### src/rtl/controller_sequencer.sv
// controller_sequencer: SAP-1 controller/sequencer.
// Runs the T-state machine from fetch (T1..T3) through the variable-length
// execute phase (T4..T7). It generates every per-cycle control strobe for
// PC, MAR, RAM, IR, A, B, the ALU and the output register. HLT parks the
// machine in HALT until reset.
// Optional feature: define SAP_JMP_EN to enable the JMP instruction.
// Without it, JMP decodes as a NOP and pc_load is constant 0.

module controller_sequencer #(
    parameter logic [3:0] OP_LDA = 4'b0000,
    parameter logic [3:0] OP_ADD = 4'b0001,
    parameter logic [3:0] OP_SUB = 4'b0010,
    parameter logic [3:0] OP_JMP = 4'b0011,
    parameter logic [3:0] OP_OUT = 4'b1110,
    parameter logic [3:0] OP_HLT = 4'b1111
) (
    input  logic       clock,
    input  logic       reset,
    input  logic [3:0] opcode,
    output logic       pc_out,
    output logic       pc_inc,
    output logic       pc_load,
    output logic       mar_in,
    output logic       ram_out,
    output logic       ir_in,
    output logic       ir_out,
    output logic       ir_drive,
    output logic       a_in,
    output logic       a_out,
    output logic       b_in,
    output logic       alu_out,
    output logic       alu_sub,
    output logic       out_in,
    output logic [2:0] t_state,
    output logic       halted
);

    typedef enum logic [2:0] {
        HALT = 3'd0,
        T1   = 3'd1,
        T2   = 3'd2,
        T3   = 3'd3,
        T4   = 3'd4,
        T5   = 3'd5,
        T6   = 3'd6,
        T7   = 3'd7
    } state_t;

`ifdef SAP_JMP_EN
    localparam bit JMP_EN = 1'b1;
`else
    // JMP falls through to the NOP path, so pc_load can never be raised.
    localparam bit JMP_EN = 1'b0;
`endif

    state_t state_q;
    state_t state_d;

    logic is_lda;
    logic is_add;
    logic is_sub;
    logic is_arith;
    logic is_jmp;
    logic is_out;
    logic is_hlt;

    // Opcode decode. It is only consulted in T4..T7, when the IR is stable.
    always_comb begin
        is_lda   = (opcode == OP_LDA);
        is_add   = (opcode == OP_ADD);
        is_sub   = (opcode == OP_SUB);
        is_arith = is_add | is_sub;
        is_jmp   = JMP_EN && (opcode == OP_JMP);
        is_out   = (opcode == OP_OUT);
        is_hlt   = (opcode == OP_HLT);
    end

    // Next-state sequencing. Each instruction returns to T1 after its last execute state.
    always_comb begin
        state_d = state_q;
        case (state_q)
            T1:      state_d = T2;
            T2:      state_d = T3;
            T3:      state_d = T4;
            T4: begin
                if (is_lda || is_arith || is_jmp) state_d = T5;
                else if (is_hlt)                  state_d = HALT;
                else                              state_d = T1;
            end
            T5: begin
                if (is_lda || is_arith) state_d = T6;
                else                    state_d = T1;
            end
            T6: begin
                if (is_arith) state_d = T7;
                else          state_d = T1;
            end
            T7:      state_d = T1;
            HALT:    state_d = HALT;
            default: state_d = T1;
        endcase
    end

    // State register. A synchronous reset restarts fetch from any state, including HALT.
    always_ff @(posedge clock) begin
        if (reset) begin
            state_q <= T1;
        end else begin
            state_q <= state_d;
        end
    end

    // Strobe decode. Reset masks every strobe in the same cycle, so an
    // interrupted execute step never reaches the datapath.
    always_comb begin
        pc_out   = 1'b0;
        pc_inc   = 1'b0;
        pc_load  = 1'b0;
        mar_in   = 1'b0;
        ram_out  = 1'b0;
        ir_in    = 1'b0;
        ir_out   = 1'b0;
        ir_drive = 1'b0;
        a_in     = 1'b0;
        a_out    = 1'b0;
        b_in     = 1'b0;
        alu_out  = 1'b0;
        alu_sub  = 1'b0;
        out_in   = 1'b0;
        if (!reset) begin
            case (state_q)
                T1: begin
                    pc_out = 1'b1;
                    mar_in = 1'b1;
                end
                T2: begin
                    pc_inc = 1'b1;
                end
                T3: begin
                    ram_out = 1'b1;
                    ir_in   = 1'b1;
                end
                T4: begin
                    // The IR bus output is registered, so the operand is
                    // requested here, one state ahead of its use in T5.
                    if (is_lda || is_arith || is_jmp) begin
                        ir_out = 1'b1;
                    end else if (is_out) begin
                        a_out  = 1'b1;
                        out_in = 1'b1;
                    end
                end
                T5: begin
                    if (is_lda || is_arith) begin
                        ir_drive = 1'b1;
                        mar_in   = 1'b1;
                    end else if (is_jmp) begin
                        ir_drive = 1'b1;
                        pc_load  = 1'b1;
                    end
                end
                T6: begin
                    if (is_lda) begin
                        ram_out = 1'b1;
                        a_in    = 1'b1;
                    end else if (is_arith) begin
                        ram_out = 1'b1;
                        b_in    = 1'b1;
                        alu_sub = is_sub;
                    end
                end
                T7: begin
                    if (is_arith) begin
                        alu_out = 1'b1;
                        a_in    = 1'b1;
                        alu_sub = is_sub;
                    end
                end
                default: begin
                end
            endcase
        end
    end

    // Debug and status outputs. During reset these show the T1 restart point.
    always_comb begin
        t_state = reset ? 3'd1 : state_q;
        halted  = !reset && (state_q == HALT);
    end

endmodule

### config.mk
export PLATFORM = sky130hd
export DESIGN_NAME = controller_sequencer
export DESIGN_NICKNAME = d
export VERILOG_FILES = /design/src/rtl/controller_sequencer.sv
export SDC_FILE = /design/constraint.sdc
export NUM_CORES = 1
export LEC_CHECK = 0
export BUFFER_PORTS_ARGS = -buffer_cell sky130_fd_sc_hd__buf_2
export CAP_MARGIN = 20
export CORE_AREA = 2 2 39 41
export DETAILED_ROUTE_END_ITERATION = 8
export DIE_AREA = 0 0 41 43
export PLACE_DENSITY = 0.74
export SETUP_SLACK_MARGIN = 0.2
export SLEW_MARGIN = 30
export SYNTH_ARGS = -nofsm -noshare
export SYNTH_HDL_FRONTEND = slang
export SYNTH_SLANG_ARGS = --single-unit
### constraint.sdc
create_clock -name clock -period 1.5 [get_ports clock]
set_input_delay 0 -clock clock [delete_from_list [all_inputs] [get_ports clock]]
set_output_delay 0 -clock clock [all_outputs]
set_load 0.02 [all_outputs]
After elaboration in Yosys (flattened, before gate mapping). Cells that the tools add are included.

Input port bits: 6. Logic and storage cells: 57. Register bits: 3. Output and inout bits: 18.

Equal/unequal tests: 11. Bitwise gates (word level): 1. Mux-type cells: 39. Reductions and logical operators: 5.

Operator list (count): 1-bit two-way mux (30); 3-bit one-hot mux with 8 select lines (1); 3-bit == test, second input constant (4); 3-bit two-way mux (4); 4-bit == test, second input constant (2); 1-bit one-hot mux with 2 select lines (4); 3-bit by 2-bit == test with 1-bit output, second input constant (2); 4-bit by 1-bit == test with 1-bit output, second input constant (1); 4-bit by 2-bit == test with 1-bit output, second input constant (1); 4-bit zero test (1); 3-bit by 1-bit == test with 1-bit output, second input constant (1); 3-bit zero test (1); 1-bit logical AND (1); 1-bit zero test (1); 1-bit logical OR (1); 1-bit bitwise OR (1).

Depth between registers and ports, before layout. Gate-level depths: netlist of the first run.

Depth after elaboration: 6. Gate-level depth with buffers: 4. Depth with buffers taken out: 4.

Worst setup path after synthesis of the first run. No wires, ideal clock.

Path type: reg-to-output. Start: reg state_q[1]. End: out out_in. Stages on the path, launching flop included: 5. Path slack: -0.012 ns. Path buffers: 2. Required time: 1.500 ns. Arrival: 1.512 ns. Path through: dfxtp_1 > or2_1 > buf_6 > nor4_2 > buf_4.

Cells in the longest elaborated chain, start to end: 3.

Ends and longest elaborated chain: from (decl) (RTL line 56) `state_t state_q;`; from (signal assigned) (RTL line 109) `state_q <= state_d;`; 3-bit == test; 1-bit two-way mux (2 in series); to (decl) (RTL line 33) `output logic out_in,`.

No other way between the ends.

Worst setup path in the final report of the first run.
Start: reg state_q[1]. End: reg state_q[0].

Cells in the longest elaborated chain, start to end: 2. Elaborated cells between the ends (all ways): 9. Those cells by class: 7 x eq/ne; 1 x mux; 1 x reduce/logical.

Ends and longest elaborated chain: 3-bit == test (tied with other cells) (RTL line 81) `case (state_q)`; 3-bit one-hot mux with 8 select lines * (RTL line 81).

Every way passes the cells marked *; elsewhere a longest branch is shown, timed or not. A chain may end at the register's enable or synchronous reset.

==> impl_table.tex, run 1 <==
\begin{tabular}{lr}
\hline
Metric & Value \\
\hline
\multicolumn{2}{l}{\textbf{Status}} \\
Result of the run & completed \\
\multicolumn{2}{l}{\textbf{Clock network}} \\
Root Driver & sky130\_fd\_sc\_hd\_\_clkbuf\_4 \\
Clock transition at the register clock pins on the worst setup and hold paths after CTS & 0.04 ns \\
Max Buffers Root-to-Sink & 2 \\
TritonCTS Buffers & 3 \\
CTS tree & built \\
CTS sink count & 3 \\
H-tree depth & 1 \\
Clk Latency, worst-skew pair & 0.24 ns \\
\multicolumn{2}{l}{\textbf{STA}} \\
Achievable clock frequency & 788.2 MHz \\
Setup tns final & 0 ns \\
Fin worst setup slack & 0.2313 ns \\
Final Hold Vio Count & 0 \\
Setup clock skew after layout & 0.006462 ns \\
Share of the cycle needed by the critical path after routing & 0.8458 \\
Period minus WS final & 1.269 ns \\
Final Setup Violations & 0 \\
Final number of max-transition violations & 0 \\
Setup repair after global routing missed its margin & yes \\
\multicolumn{2}{l}{\textbf{Die}} \\
Die Wd & 41 um \\
Initial cell density of the core & 0.3291 \\
Core box area & 0.001384 mm2 \\
Area of the die & 0.001763 mm2 \\
Ports & 24 \\
Number of standard-cell rows in the floorplan & 14 \\
Die extent in y & 43 um \\
\multicolumn{2}{l}{\textbf{Yosys}} \\
XOR/XNOR Fraction of Synth Area & 0.07418 \\
Mux contribution to synthesized area & 0 \\
Share of synthesized area occupied by flip-flops and latches & 0.1319 \\
Mapped Area & 455.4 um2 \\
Area fraction in and, or, nand and nor cells after synthesis & 0.4780 \\
Yosys synthesis warning count & 0 \\
Synthesized-area fraction occupied by ao, oa, aoi and oai cells & 0.1676 \\
Largest family of logic cells by synthesized area & simple AND/OR/NAND/NOR gates \\
Register bit count reported by yosys & 3 \\
Post-synth EDFFs & 0 \\
Primary FF master, synth & sky130\_fd\_sc\_hd\_\_dfxtp\_1 \\
Fraction of the mapped netlist area in adder cells & 0 \\
Share of async-settable or async-resettable flops after synthesis & 0 \\
Synthesized area per cell & 8.281 um2 \\
Synthesized Nets & 61 \\
Synthesized instance count & 55 \\
Number of different library cells in the post-synthesis netlist & 28 \\
\multicolumn{2}{l}{\textbf{Routing}} \\
Routed WL & 1.105 mm \\
Vias per std cell & 4.938 \\
Number of search-and-repair iterations in the first detailed-routing pass & 3 \\
Routed vias & 479 \\
Iter 0 DRT Violations & 6 \\
DRC viols & 0 \\
Wirelength per Cell & 11.39 um \\
Remaining antenna violation count after routing & 0 \\
\multicolumn{2}{l}{\textbf{Setup path}} \\
Category of the worst setup path launch point & register \\
R2r setup slk & 0.23 ns \\
Chain of cells forming the critical path & or2\_4 -> buf\_4 -> nor4\_2 -> a311oi\_1 \\
Required time of the worst setup path & 1.60 ns \\
Startpoint of the lowest-slack register-to-register path & state\_q[1]\$\_SDFF\_PP0\_ \\
Critical path arrival & 1.37 ns \\
Capturing point of the worst reg2reg path & state\_q[0]\$\_SDFF\_PP1\_ \\
Reg2reg path depth & 4 \\
Worst path slowest cell & sky130\_fd\_sc\_hd\_\_dfxtp\_4 \\
Critical Setup Path Class & reg2reg \\
Critical path's largest stage delay & 0.36 ns \\
Critical path peak fanout & 6 \\
Kind of capture point of the worst setup path & register \\
\multicolumn{2}{l}{\textbf{Place}} \\
Post-detailed-placement cell area & 543.0 um2 \\
Worst Setup Slack post-DPL & 0.2607 ns \\
Buffers on Ports & 22 \\
Detailed-placement wirelength estimate & 820.6 um \\
Global placement routability congestion & 0.7556 \\
\multicolumn{2}{l}{\textbf{Worst hold path}} \\
Worst min path class & in2reg \\
Launch instance of the worst min-delay path & opcode[2] \\
Hold path endpoint & state\_q[1]\$\_SDFF\_PP0\_ \\
Instance count along the most critical hold path & 4 \\
\multicolumn{2}{l}{\textbf{Cells and area}} \\
Most common library cell in the layout ignoring fill and taps & sky130\_fd\_sc\_hd\_\_buf\_2 \\
Antenna diode count & 0 \\
Fill cell count & 143 \\
Register ranked first by flip-flop count & state\_q \\
Fraction of layout instances using a drive strength above 1 & 0.5802 \\
Regs by FF count & state\_q x3 \\
Final std cell area, no fill & 643.1 um2 \\
Count of nets after finishing & 88 \\
Leading cell types in the layout, fill and taps excluded & sky130\_fd\_sc\_hd\_\_buf\_2, sky130\_fd\_sc\_hd\_\_buf\_4, sky130\_fd\_sc\_hd\_\_nor3\_1, sky130\_fd\_sc\_hd\_\_nand2\_1, sky130\_fd\_sc\_hd\_\_nor2\_1 \\
Largest register FFs & 3 \\
Synth-to-layout area growth & 41.21\% \\
\multicolumn{2}{l}{\textbf{Global route}} \\
Leftover overflow at the end of global routing & 0 \\
Total global-route track usage & 0.1225 \\
Global-route wire length before repair & 1.483 mm \\
Antenna violations before repair & 0 \\
Number of global-route vias before repair & 386 \\
Largest net degree at the start of global routing & 12 \\
\multicolumn{2}{l}{\textbf{Job}} \\
Max-cap violations & 0 \\
\multicolumn{2}{l}{\textbf{Power and ir drop}} \\
Leakage power figure & 0.0002985 uW \\
Highest ir drop seen on vdd & 0.4466 mV \\
Overall power after layout & 586.7 uW \\
Power per cell area & 912.3 mW/mm2 \\
\hline
\end{tabular}
## layer usage
| metal | global-route usage | up-vias | share of wire |
|---|---|---|---|
| met3 | 0.03665 | 2 | 0.062 |
| li1 | - | 242 | - |
| met4 | 0.06000 | 0 | 0.0072 |
| met5 | 0 | - | 0 |
| met2 | 0.2125 | 15 | 0.53 |
| met1 | 0.1222 | 220 | 0.40 |
## report_power, final
group / leakage (uW) / switching [uW] / internal (uW) / total, uW
registers: 0.0000265 / 37.4 / 104 / 141
clock network: 0.0000150 / 44.4 / 99.9 / 144
logic: 0.000257 / 162 / 139 / 301
## what timing repair did
item,CTS,global route
setup buffers,1,4
hold endpoints to repair,1,0
gates resized for setup,5,7
hold buffers,1,0
setup endpoints to repair,7,6
pin swaps,2,2
cloned,0,0
## critical path, delay by kind of cell (launching register included)
family                 cells  cell delay, ns
buffers and inverters      1            0.14
AO/OA/AOI/OAI              1            0.08
flip-flops                 1            0.36
AND/OR/NAND/NOR            2            0.55
## cells in the mapped netlist (2+ instances only)
cell type / instances / area (um2)
sky130_fd_sc_hd__nor4_2: 2 / 25.02
sky130_fd_sc_hd__a21oi_1: 2 / 10.01
sky130_fd_sc_hd__nand2_1: 6 / 22.52
sky130_fd_sc_hd__nor2b_1: 2 / 12.51
sky130_fd_sc_hd__nor3_1: 6 / 30.03
sky130_fd_sc_hd__dfxtp_1: 3 / 60.06
sky130_fd_sc_hd__buf_4: 5 / 37.54
sky130_fd_sc_hd__buf_6: 2 / 22.52
sky130_fd_sc_hd__nor2_1: 5 / 18.77
sky130_fd_sc_hd__nand2b_4: 3 / 41.29
sky130_fd_sc_hd__nand2b_1: 2 / 12.51
## layout make-up
type	count	area, um2	share of cell area
inverter	1	3.754	0.005837
tap	16	20.02	0.03113
multi-input combinational	44	342.8	0.5331
clock buffer	4	26.28	0.04086
sequential	3	71.32	0.1109
timing repair buffer	29	178.9	0.2782
## logic make-up (layout without fill, tap and decap cells)
| group | after synthesis | count (layout) |
|---|---|---|
| other cells | 1 | 1 |
| buf+inv | 8 | 34 |
| xor+xnor | 3 | 3 |
| flops | 3 | 3 |
| compound gates | 8 | 8 |
| simple gates | 32 | 32 |
## stage by stage
stage | hold slack [ns] | utilization | instances
after global routing | 0.1529 | 0.4647 | 97
after global placement | 0.2382 | 0.3924 | 87
after floorplan | 0.05727 | - | 55
after detailed placement | 0.2403 | 0.3924 | 87
final | 0.1261 | 0.4647 | 97
after CTS | 0.1282 | 0.4313 | 93
## worst max path at each step
stage               slack [ns]  cells past startpoint                   from               endpoint
floorplan                 0.20                      4  state_q[1]$_SDFF_PP0_                 out_in
global placement          0.30                      3  state_q[2]$_SDFF_PP0_  state_q[2]$_SDFF_PP0_
detailed placement        0.26                      3  state_q[2]$_SDFF_PP0_  state_q[2]$_SDFF_PP0_
CTS                       0.18                      5  state_q[0]$_SDFF_PP1_                   a_in
global route              0.16                      5  state_q[0]$_SDFF_PP1_                   a_in
finish                    0.23                      4  state_q[1]$_SDFF_PP0_  state_q[0]$_SDFF_PP1_
No activity file was read; power rests on OpenSTA's default activity.
==> inputs of run 2 (changes only) <==
--- a/config.mk
+++ b/config.mk
@@ -10,7 +10,7 @@
 export CORE_AREA = 2 2 39 41
 export DETAILED_ROUTE_END_ITERATION = 8
 export DIE_AREA = 0 0 41 43
-export PLACE_DENSITY = 0.74
+export PLACE_DENSITY = 0.76
 export SETUP_SLACK_MARGIN = 0.2
 export SLEW_MARGIN = 30
 export SYNTH_ARGS = -nofsm -noshare
==> constraint.sdc (replaced) <==
create_clock -name clock -period 1.05 [get_ports clock]
set_input_delay 0 -clock clock [delete_from_list [all_inputs] [get_ports clock]]
set_output_delay 0 -clock clock [all_outputs]
set_load 0.02 [all_outputs]
==> impl_table.tex, run 2 (synthesized netlist as in run 1, its figures left out) <==
\begin{tabular}{lr}
\hline
Metric & Value \\
\hline
\multicolumn{2}{l}{\textbf{Clock network}} \\
CTS sink count & 3 \\
Max Buffers Root-to-Sink & 2 \\
Root Driver & sky130\_fd\_sc\_hd\_\_clkbuf\_4 \\
Post-CTS Hold Buffers & 0 \\
CTS tree & built \\
TritonCTS Buffers & 3 \\
Clock transition at the register clock pins on the worst setup and hold paths after CTS & 0.05 ns \\
Clk Latency, worst-skew pair & 0.24 ns \\
H-tree depth & 1 \\
\multicolumn{2}{l}{\textbf{STA}} \\
Setup repair after global routing missed its margin & yes \\
Achievable clock frequency & 772.7 MHz \\
Period minus WS final & 1.294 ns \\
Final number of max-transition violations & 0 \\
Setup clock skew after layout & 0.001359 ns \\
Final Setup Violations & 19 \\
Setup tns final & -3.028 ns \\
Fin worst setup slack & -0.2441 ns \\
Share of the cycle needed by the critical path after routing & 1.232 \\
Final Hold Vio Count & 0 \\
Smallest hold slack & 0.07551 ns \\
\multicolumn{2}{l}{\textbf{Setup path}} \\
Critical path peak fanout & 6 \\
Category of the worst setup path launch point & register \\
Startpoint of the lowest-slack register-to-register path & state\_q[1]\$\_SDFF\_PP0\_ \\
Kind of capture point of the worst setup path & primary output \\
Critical path arrival & 1.29 ns \\
Reg2reg path depth & 6 \\
R2r setup slk & -0.14 ns \\
Required time of the worst setup path & 1.05 ns \\
Capturing point of the worst reg2reg path & state\_q[2]\$\_SDFF\_PP0\_ \\
Critical Setup Path Class & reg2out \\
\multicolumn{2}{l}{\textbf{Place}} \\
Worst Setup Slack post-DPL & -0.09237 ns \\
Buffers on Ports & 22 \\
Detailed-placement wirelength estimate & 996 um \\
Global placement routability congestion & 0.7412 \\
\multicolumn{2}{l}{\textbf{Global route}} \\
Total global-route track usage & 0.2144 \\
Antenna violations before repair & 0 \\
Met3 track demand over resource in global routing & 0.03141 \\
Layer carrying the most global-route usage & met2 \\
Global-route wire length before repair & 2.408 mm \\
Leftover overflow at the end of global routing & 0 \\
Met2 Track Usage GR & 0.3531 \\
Number of global-route vias before repair & 531 \\
Largest net degree at the start of global routing & 8 \\
Met1 Usage GRT & 0.2460 \\
\multicolumn{2}{l}{\textbf{Worst hold path}} \\
Hold path endpoint & state\_q[1]\$\_SDFF\_PP0\_ \\
Instance count along the most critical hold path & 2 \\
Worst min path class & in2reg \\
Launch instance of the worst min-delay path & reset \\
\multicolumn{2}{l}{\textbf{Cells and area}} \\
Regs by FF count & state\_q x3 \\
Leading cell types in the layout, fill and taps excluded & sky130\_fd\_sc\_hd\_\_buf\_6, sky130\_fd\_sc\_hd\_\_buf\_4, sky130\_fd\_sc\_hd\_\_nor2\_4, sky130\_fd\_sc\_hd\_\_buf\_2 \\
Utilization after layout & 0.7866 \\
Register ranked first by flip-flop count & state\_q \\
Most common library cell in the layout ignoring fill and taps & sky130\_fd\_sc\_hd\_\_buf\_6 \\
Antenna diode count & 0 \\
Fill cell count & 60 \\
Count of nets after finishing & 107 \\
Synth-to-layout area growth & 139.0\% \\
Largest register FFs & 3 \\
Fraction of layout instances using a drive strength above 1 & 0.8800 \\
\multicolumn{2}{l}{\textbf{Routing}} \\
Routed WL & 1.854 mm \\
Number of search-and-repair iterations in the first detailed-routing pass & 4 \\
Iter 0 DRT Violations & 9 \\
Wirelength per Cell & 15.98 um \\
Routed vias & 582 \\
DRC viols & 0 \\
Remaining antenna violation count after routing & 0 \\
Vias per std cell & 5.017 \\
\multicolumn{2}{l}{\textbf{Die}} \\
Core box area & 0.001384 mm2 \\
Die Wd & 41 um \\
Die extent in y & 43 um \\
Area of the die & 0.001763 mm2 \\
Ports & 24 \\
Initial cell density of the core & 0.3291 \\
Number of standard-cell rows in the floorplan & 14 \\
\multicolumn{2}{l}{\textbf{Power and ir drop}} \\
Highest ir drop seen on vdd & 0.7522 mV \\
Leakage power figure & 0.0004701 uW \\
Power per cell area & 1254 mW/mm2 \\
Overall power after layout & 1365 uW \\
\multicolumn{2}{l}{\textbf{Job}} \\
Max-cap violations & 0 \\
\multicolumn{2}{l}{\textbf{Status}} \\
Result of the run & complete, but fails checks \\
Failing checks & negative setup slack \\
\hline
\end{tabular}
run 2: cell count changes in the layout (fill, tap and decap cells not counted), sizes merged:
cell,before,now
dlygate4sd3,1,0
buf,28,48
run 2: critical path: stages, from the launching register on:
cell and delay (ns):
sky130_fd_sc_hd__dfxtp_4 0.36, sky130_fd_sc_hd__nand2b_4 0.18, sky130_fd_sc_hd__nor4_4 0.32, sky130_fd_sc_hd__buf_4 0.20
run 2: timing repair:
item	4_1_cts	5_1_grt
setup buffers	9	7
endpoints found under the setup margin	20	20
resized for setup	45	18
pin swaps	11	7
gates cloned	0	0
run 2: cell type report:
cell class | count | area, um2 | share of cell area
multi-input cells | 44 | 529.3 | 0.4862
repair buffers | 48 | 437.9 | 0.4023
flip-flops and latches | 3 | 68.82 | 0.06322
clock buffers | 4 | 26.28 | 0.02414
well taps | 16 | 20.02 | 0.01839
inverters | 1 | 6.256 | 0.005747
run 2: stage by stage:
stage | area (um2) | std cells
after floorplan | 566.8 | 55
after global placement | 700.7 | 96
after detailed placement | 700.7 | 96
after CTS | 954.7 | 109
after global routing | 1089 | 116
final | 1089 | 116
run 2: how the worst max path moves through the flow:
stage	start	to	cells past startpoint
after global routing	state_q[0]$_SDFF_PP1_	a_out	3
after CTS	state_q[0]$_SDFF_PP1_	a_out	3
after detailed placement	state_q[1]$_SDFF_PP0_	a_out	3
after floorplan	state_q[1]$_SDFF_PP0_	out_in	4
final	state_q[0]$_SDFF_PP1_	a_out	3
after global placement	state_q[1]$_SDFF_PP0_	out_in	3
run 2: where the power goes:
group	switching [uW]	total, uW	leakage [uW]	internal (uW)
Sequential	37.8	183	0.0000262	145
Clock	82.9	227	0.0000150	144
Combinational	458	956	0.000429	498
Total	579	1370	0.000470	786
run 2: layer usage:
layer	share of wire	vias to the layer above	routed length (um)
met3	0.029	4	54
met1	0.39	281	728
met5	0	-	0
met2	0.55	24	1014
met4	0.031	0	57
li1	-	273	-
